**src/rtl/gray_dec_serial_pkg.sv**
```systemverilog
// Shared types and constants for the serial Gray-to-binary decoder.
// Optional parity output is enabled with GRAY_DEC_PARITY_EN.
package gray_pkg;

   localparam int unsigned GRAY_WIDTH_DEF = 4;

   typedef enum logic [1:0] {
      IDLE   = 2'd0,
      DECODE = 2'd1,
      HOLD   = 2'd2
   } gray_state_e;

   // Width of the bit-index register; never narrower than one bit.
   function automatic int unsigned idx_width(input int unsigned w);
      return (w <= 2) ? 1 : $clog2(w);
   endfunction

endpackage

```
**src/rtl/gray_dec_serial_if.sv**
```systemverilog
// Valid/ready request and result bus of the serial Gray decoder.
import gray_pkg::*;

interface gray_dec_serial_if #(
   parameter int unsigned WIDTH = GRAY_WIDTH_DEF
);
   logic             in_valid;
   logic             in_ready;
   logic [WIDTH-1:0] gray_in;
   logic             out_valid;
   logic             out_ready;
   logic [WIDTH-1:0] bin_out;
   logic             busy;

   modport master (
      output in_valid, gray_in, out_ready,
      input  in_ready, out_valid, bin_out, busy
   );

   modport slave (
      input  in_valid, gray_in, out_ready,
      output in_ready, out_valid, bin_out, busy
   );
endinterface

```
**src/rtl/gray_dec_serial_bit.sv**
```systemverilog
// Single-bit decode slice: one binary bit from its Gray bit and the next-higher binary bit.
module gray_dec_bit (
   input  logic bin_prev,
   input  logic g_i,
   output logic bin_i
);
   assign bin_i = bin_prev ^ g_i;
endmodule

```
**src/rtl/gray_dec_serial.sv**
```systemverilog
// Serial Gray-to-binary decoder, one bit per cycle MSB first, valid/ready on both sides.
// Define GRAY_DEC_PARITY_EN to add the out_parity output.
module gray_dec_serial
   import gray_pkg::*;
#(
   parameter int unsigned WIDTH = GRAY_WIDTH_DEF
) (
   input  logic clk,
   input  logic rst,
   gray_dec_serial_if.slave bus
`ifdef GRAY_DEC_PARITY_EN
   ,
   output logic out_parity
`endif
);
   localparam int unsigned IW = idx_width(WIDTH);

   gray_state_e      state_q;
   logic [WIDTH-1:0] g_q;
   logic [WIDTH-1:0] bin_q;
   logic [IW-1:0]    idx_q;
   logic             out_valid_q;
   logic             in_ready_q;
   logic             busy_q;

   logic             prev_bit;
   logic             g_bit;
   logic             res_bit;

   // Index mux feeding the single shared slice; the MSB has no higher bit, so it sees 0.
   always_comb begin
      prev_bit = 1'b0;
      g_bit    = g_q[idx_q];
      if (idx_q != IW'(WIDTH - 1))
         prev_bit = bin_q[idx_q + IW'(1)];
   end

   gray_dec_bit u_bit (
      .bin_prev (prev_bit),
      .g_i      (g_bit),
      .bin_i    (res_bit)
   );

   always_ff @(posedge clk) begin
      if (rst) begin
         state_q     <= IDLE;
         g_q         <= '0;
         bin_q       <= '0;
         idx_q       <= '0;
         out_valid_q <= 1'b0;
         in_ready_q  <= 1'b1;
         busy_q      <= 1'b0;
      end else begin
         case (state_q)
            IDLE: begin
               if (bus.in_valid) begin
                  g_q        <= bus.gray_in;
                  bin_q      <= '0;
                  idx_q      <= IW'(WIDTH - 1);
                  state_q    <= DECODE;
                  in_ready_q <= 1'b0;
                  busy_q     <= 1'b1;
               end
            end
            DECODE: begin
               bin_q[idx_q] <= res_bit;
               if (idx_q == '0) begin
                  state_q     <= HOLD;
                  out_valid_q <= 1'b1;
               end else begin
                  idx_q <= idx_q - IW'(1);
               end
            end
            HOLD: begin
               if (bus.out_ready) begin
                  state_q     <= IDLE;
                  out_valid_q <= 1'b0;
                  in_ready_q  <= 1'b1;
                  busy_q      <= 1'b0;
               end
            end
            default: begin
               state_q     <= IDLE;
               out_valid_q <= 1'b0;
               in_ready_q  <= 1'b1;
               busy_q      <= 1'b0;
            end
         endcase
      end
   end

   assign bus.in_ready  = in_ready_q;
   assign bus.out_valid = out_valid_q;
   assign bus.bin_out   = bin_q;
   assign bus.busy      = busy_q;

`ifdef GRAY_DEC_PARITY_EN
   assign out_parity = ^bin_q;
`endif

endmodule

```
**src/flat_wrapper.sv**
```systemverilog
// flat-port wrapper written by rule: the top's interface ports become plain ports
module gray_dec_serial_flat import gray_pkg::*;
#(
   parameter int unsigned WIDTH = GRAY_WIDTH_DEF
)
  (clk, rst, bus_in_valid, bus_gray_in, bus_out_ready, bus_in_ready, bus_out_valid, bus_bin_out, bus_busy);
  gray_dec_serial_if #(.WIDTH(WIDTH)) bus_i ();
  input  logic clk;
  input  logic rst;
  input wire logic [$bits(bus_i.in_valid)-1:0] bus_in_valid;
  input wire logic [$bits(bus_i.gray_in)-1:0] bus_gray_in;
  input wire logic [$bits(bus_i.out_ready)-1:0] bus_out_ready;
  output wire logic [$bits(bus_i.in_ready)-1:0] bus_in_ready;
  output wire logic [$bits(bus_i.out_valid)-1:0] bus_out_valid;
  output wire logic [$bits(bus_i.bin_out)-1:0] bus_bin_out;
  output wire logic [$bits(bus_i.busy)-1:0] bus_busy;
  assign bus_i.in_valid = bus_in_valid;
  assign bus_i.gray_in = bus_gray_in;
  assign bus_i.out_ready = bus_out_ready;
  assign bus_in_ready = bus_i.in_ready;
  assign bus_out_valid = bus_i.out_valid;
  assign bus_bin_out = bus_i.bin_out;
  assign bus_busy = bus_i.busy;
  gray_dec_serial #(.WIDTH(WIDTH)) u_core (.clk(clk), .rst(rst), .bus(bus_i));
endmodule
```
**config.mk**
```make
export PLATFORM = sky130hd
export DESIGN_NAME = gray_dec_serial_flat
export DESIGN_NICKNAME = d
export VERILOG_FILES = /design/src/rtl/gray_dec_serial_pkg.sv /design/src/rtl/gray_dec_serial_if.sv /design/src/rtl/gray_dec_serial_bit.sv /design/src/rtl/gray_dec_serial.sv /design/src/flat_wrapper.sv
export SDC_FILE = /design/constraint.sdc
export NUM_CORES = 1
export LEC_CHECK = 0
export CAP_MARGIN = 25
export CORE_MARGIN = 2
export CORE_UTILIZATION = 43
export CTS_CLUSTER_SIZE = 28
export DETAILED_ROUTE_END_ITERATION = 8
export MAX_ROUTING_LAYER = met4
export PLACE_DENSITY = 0.77
export SLEW_MARGIN = 10
export SYNTH_ARGS = -nofsm -noshare
export SYNTH_HDL_FRONTEND = slang
export SYNTH_HIERARCHICAL = 1
export SYNTH_SLANG_ARGS = --single-unit
```
**constraint.sdc**
```tcl
create_clock -name clk -period 1.7 [get_ports clk]
set_clock_uncertainty 0.05 [all_clocks]
set_input_delay 0.34 -clock clk [delete_from_list [all_inputs] [get_ports clk]]
set_output_delay 0.34 -clock clk [all_outputs]
set_load 0.05 [all_outputs]
```
-- After elaboration in Yosys (flattened, before gate mapping)
Index checks and enable logic that the tools add are counted.
- add/sub/neg operators: 2
- order comparisons: 3
- equality and inequality tests: 7
- multiplexer cells: 25
- bitwise logic cells: 3
- reduce and logical (&&, ||, !) cells: 10
- operator list (operator ; number):
    $reduce_and 3->1 ; 4
    $mux 2 ; 5
    $mux 1 ; 9
    $pmux 1 s3 ; 3
    $ne 2x2->1 const B ; 4
    $pmux 4 s2 ; 1
    $lt 2x3->1 const B ; 2
    $pmux 2 s3 ; 1
    $bmux 1 s2 ; 2
    $bwmux 4 ; 1
    $logic_not 2->1 ; 2
    $mux 4 ; 1
    $pmux 2 s2 ; 1
    $reduce_and 2->1 ; 2
    $add 2x1->2 const B ; 1
    $demux 1 s2 ; 1
    $eq 2x1->1 const B ; 1
    $eq 2x2->1 const B ; 1
    $ge 2x1->1 const B ; 1
    $ne 2x1->1 const B ; 1
    $not 1->1 ; 2
    $reduce_bool 2->1 ; 1
    $sub 2x1->2 const B ; 1
    $logic_and 1x1->1 ; 1
    $xor 1x1->1 ; 1
- register bits after elaboration: 15
- input bits: 8
- output and inout bits: 7

-- Logic depth before layout (Yosys ltp)
- depth after elaboration: 7
- depth in mapped cells: 7
- mapped depth without buffers: 7

-- Hierarchy
The synthesis kept the hierarchy.
- by module, submodules not included (module ; times used ; cells each ; area each (µm²)):
    gray_dec_serial ; 1 ; 78 ; 732.0
    gray_dec_bit ; 1 ; 1 ; 8.8

-- Worst setup path after synthesis
OpenSTA, ideal clock, no wires.
- path kind: flip-flop to flip-flop
- start point: register u_core.idx_q[0]
- end point: register u_core.bin_q[0], in the netlist u_core/bus.bin_out[0]
- setup time: 71 ps
- arrival: 1651 ps
- required time: 1579 ps
- slack: -72 ps
- stages on the path, launching flop included: 8
- path buffers: 0
- period minus slack after synthesis: 1772 ps
- path through: dfxtp_1 inv_1 ha_1 mux4_2 nor2b_1 xor2_1 nand3_1 a21oi_1
- cells in the longest elaborated chain, start to end: 7
- ends and longest elaborated chain (what ; line ; text):
    start: declaration ; gray_dec_serial.sv:21 ; logic [IW-1:0] idx_q;
    start signal: assignment ; gray_dec_serial.sv:59 ; idx_q <= IW'(WIDTH - 1);
    start signal: assignment ; gray_dec_serial.sv:71 ; idx_q <= idx_q - IW'(1);
    $add 2x1->2 ; gray_dec_serial.sv:35 ; prev_bit = bin_q[idx_q + IW'(1)];
    $bmux 1 s2 ; gray_dec_serial.sv:35 ;
    $mux 1 (implied by the code) ; gray_dec_serial.sv:35 ;
    $mux 1 * ; gray_dec_serial.sv:34 ; if (idx_q != IW'(WIDTH - 1))
    named net u_core.prev_bit ; gray_dec_serial.sv:26 ; logic prev_bit;
    $xor 1x1->1 * ; gray_dec_serial_bit.sv:7 ; assign bin_i = bin_prev ^ g_i;
    named net u_core.res_bit ; gray_dec_serial.sv:28 ; logic res_bit;
    $bwmux 4 * ; gray_dec_serial.sv:66 ; bin_q[idx_q] <= res_bit;
    $pmux 4 s2 * ; gray_dec_serial.sv:54 ; case (state_q)
    end signal: indexed assignment ; gray_dec_serial.sv:66 ;
    end: declaration ; gray_dec_serial.sv:20 ; logic [WIDTH-1:0] bin_q;
The timed path passes the listed nets; every way through them passes the cells marked *. The select of a mux whose other input is x is not followed.
A chain may end at the register's enable or synchronous reset.

-- Final worst setup path
Same ends and word-level chain as after synthesis.

==> results.md <==
- Seq. cell area: 302.8 µm²
- Area delta synth->final: 35.81%
- Commonest non-fill, non-tap cell in the layout: buf_4
- Final min period: 1621 ps
- Routed wire length: 1616 µm
- Placed cell area: 917.1 µm²
- Seq cells post-synth: 15
- CTS tree: done
- Antenna violations before repair: 0
- Die Y: 45.51 µm
- Drt wl/cell: 13.47 µm
- H-tree Lvls: 1
- Crit path cell chain: inv_2, ha_4, mux4_2, nor2b_4, xor2_2, nand3_1, a21oi_1
- Netlist cell types: 26
- Maxcap violations: 0
- Global-route wire length before repair: 2635 µm
- Final Instance Area: 0.001006 mm²
- Mapped cell area: 740.7 µm²
- Ys async rst share: 0%
- Die Width: 45.51 µm
- Area of the multi-input gates: 436.7 µm²
- Total gr overflow: 0
- CTS sink cnt: 15
- Final period utilization: 95.35%
- Post-synth EDFFs: 0
- Buf+Inv Stages, Crit Path: 1
- Fmax: 616.9 MHz
- First DRT Iteration DRCs: 5
- Synthesized instance count: 79
- CTS Root Cell: clkbuf_4
- Worst VDD drop: 0.5520 mV
- Diode count: 0
- Final HPWL DP: 1129 µm
- Setup_tns: 0 ps
- Drc violations: 0
- Crit path capture type: register
- Startpoint Class: register
- Total GRT Usage: 19.19%
- Rows: 14
- CP max FO: 4
- Core Util, Final: 64.53%
- RSZ-0062 raised after global routing: yes
- Via/cell ratio: 5.508
- Yosys synthesis warning count: 6
- Core area: 0.001559 mm²
- Drt first pass iters: 2
- Worst Max-Slew Pin Slew: 441.8 ps
- Worst setup margin: 79.09 ps
- Largest net degree at the start of global routing: 14
- GPL Wtd Cong: 0.8044
- Die area: 0.002071 mm²
- Worst skew pair latency: 290 ps
- Status: finished clean
- Io pins: 15
- Vias in the first global route: 612
- Hold WC Path Type: reg -> reg
- Final slew viol count: 0
- Crit path max-delay cell type: dfxtp_2
- Num CTS Buffers: 3
- Register area share after synthesis: 40.54%
- LEAKAGE: 0.0004015 µW
- Worst path arrival time: 1790 ps
- Delay-heaviest family, CP: flip-flops
- Fill count: 129
- Starting Density: 47.51%
- Final Setup Violations: 0
- Synth Area per Inst: 9.376 µm²
- Hold slack: 415.7 ps
- Slowest stage delay, CP: 350 ps
- CTS max path bufs: 2
- Synthesized Nets: 91
- Setup WS pre-CTS: -39.68 ps
- # nets final: 117
- Antenna-violating nets left: 0
- Power Density: 910.9 mW/mm²
- Vias: 661
- Layout cells sized above 1: 33.65%
- Worst setup path category: reg -> reg
- Slew margin rel.: 70.50%
- Most frequent cells in the layout: buf_4, dfxtp_1, a21oi_1
- Critical Path RT: 1870 ps
- Final-report hold violation count: 0
- CTS Hold Bufs: 0
- CTS clk-pin slew, worst paths: 90 ps
- Synth Flop Type: dfxtp_1
- PortBufs: 14
[path summary, 6_finish.rpt]
path / from / endpoint / slack (ps) / cells past startpoint
setup reg to reg: u_core/idx_q[0]$_SDFFE_PP0P_ / u_core/bus.bin_out[0]$_SDFFE_PP0P_ / 80 / 7
hold reg to reg: u_core/g_q[3]$_SDFFE_PP0P_ / u_core/g_q[3]$_SDFFE_PP0P_ / 420 / 2
hold / removal: u_core/g_q[3]$_SDFFE_PP0P_ / u_core/g_q[3]$_SDFFE_PP0P_ / 420 / 2
setup / recovery: u_core/idx_q[0]$_SDFFE_PP0P_ / u_core/bus.bin_out[0]$_SDFFE_PP0P_ / 80 / 7
[what timing repair did]
action,CTS,global route
pin swaps,4,5
gates resized for setup,7,3
setup endpoints to repair,4,4
endpoints found under the hold margin,0,0
buffers inserted,2,1
[final cells by class]
class	count	share of cell area [%]
clock buffers	4	2.612
repair buffers	25	20.77
well taps	16	1.990
multi-input cells	57	43.41
flip-flops and latches	15	30.10
inverters	3	1.119
[kinds of logic after synthesis]
logic type                 Yosys count  share of synthesized area (%)
AOI/OAI and AO/OA                   16                          12.33
xor gates and xnor gates             1                          1.183
adders and majority gates            4                          6.757
buffers and inverters                7                          5.236
DFF                                 15                          40.54
muxes                                3                          7.432
and+or+nand+nor                     33                          26.52
[synth_stat cells, types with 2 or more instances]
cell type | number | area, µm²
nand3b_1 | 4 | 30.03
or3b_1 | 2 | 17.52
nor2_1 | 3 | 11.26
nand3_1 | 8 | 40.04
nor3_1 | 3 | 15.01
ha_1 | 4 | 50.05
dfxtp_1 | 15 | 300.3
inv_1 | 3 | 11.26
a211oi_1 | 2 | 15.01
mux4_2 | 2 | 45.04
a21oi_1 | 11 | 55.05
nand2_1 | 8 | 30.03
[registers in the layout, summed over array words and instances, names as in the netlist]
| signal | count |
|---|---|
| u_core/bus.in_ready | 1 |
| u_core/bus.bin_out | 4 |
| u_core/state_q | 2 |
| u_core/bus.busy | 1 |
| u_core/idx_q | 2 |
| u_core/bus.out_valid | 1 |
| u_core/g_q | 4 |
[power breakdown]
group / internal (µW) / switching (µW)
logic: 153 / 144
registers: 381 / 29.8
clock network: 91.3 / 116
[worst register-to-register path, delay by kind of cell (launching register included)]
kind	cells	cell delay, ps
AO/OA/AOI/OAI	1	130
XOR/XNOR	1	200
adder cells (fa/ha/maj)	1	260
buffers and inverters	1	50
flip-flops	1	350
multiplexers	1	270
AND/OR/NAND/NOR	2	230
[routing by layer]
layer,vias to the layer above,wire length (µm),GRT usage (%)
li1,326,-,-
met1,318,764,22.91
met2,13,756,27.61
met3,4,56,5.159
met4,0,38,13.53
met5,-,0,-
[stage by stage]
step,power (µW),cells
6_report,916.4,120
5_1_grt,968.7,120
4_1_cts,904.7,119
3_5_place_dp,666.5,113
3_3_place_gp,657.4,113
2_1_floorplan,574.0,79
Power figures use the tool's default switching activity.
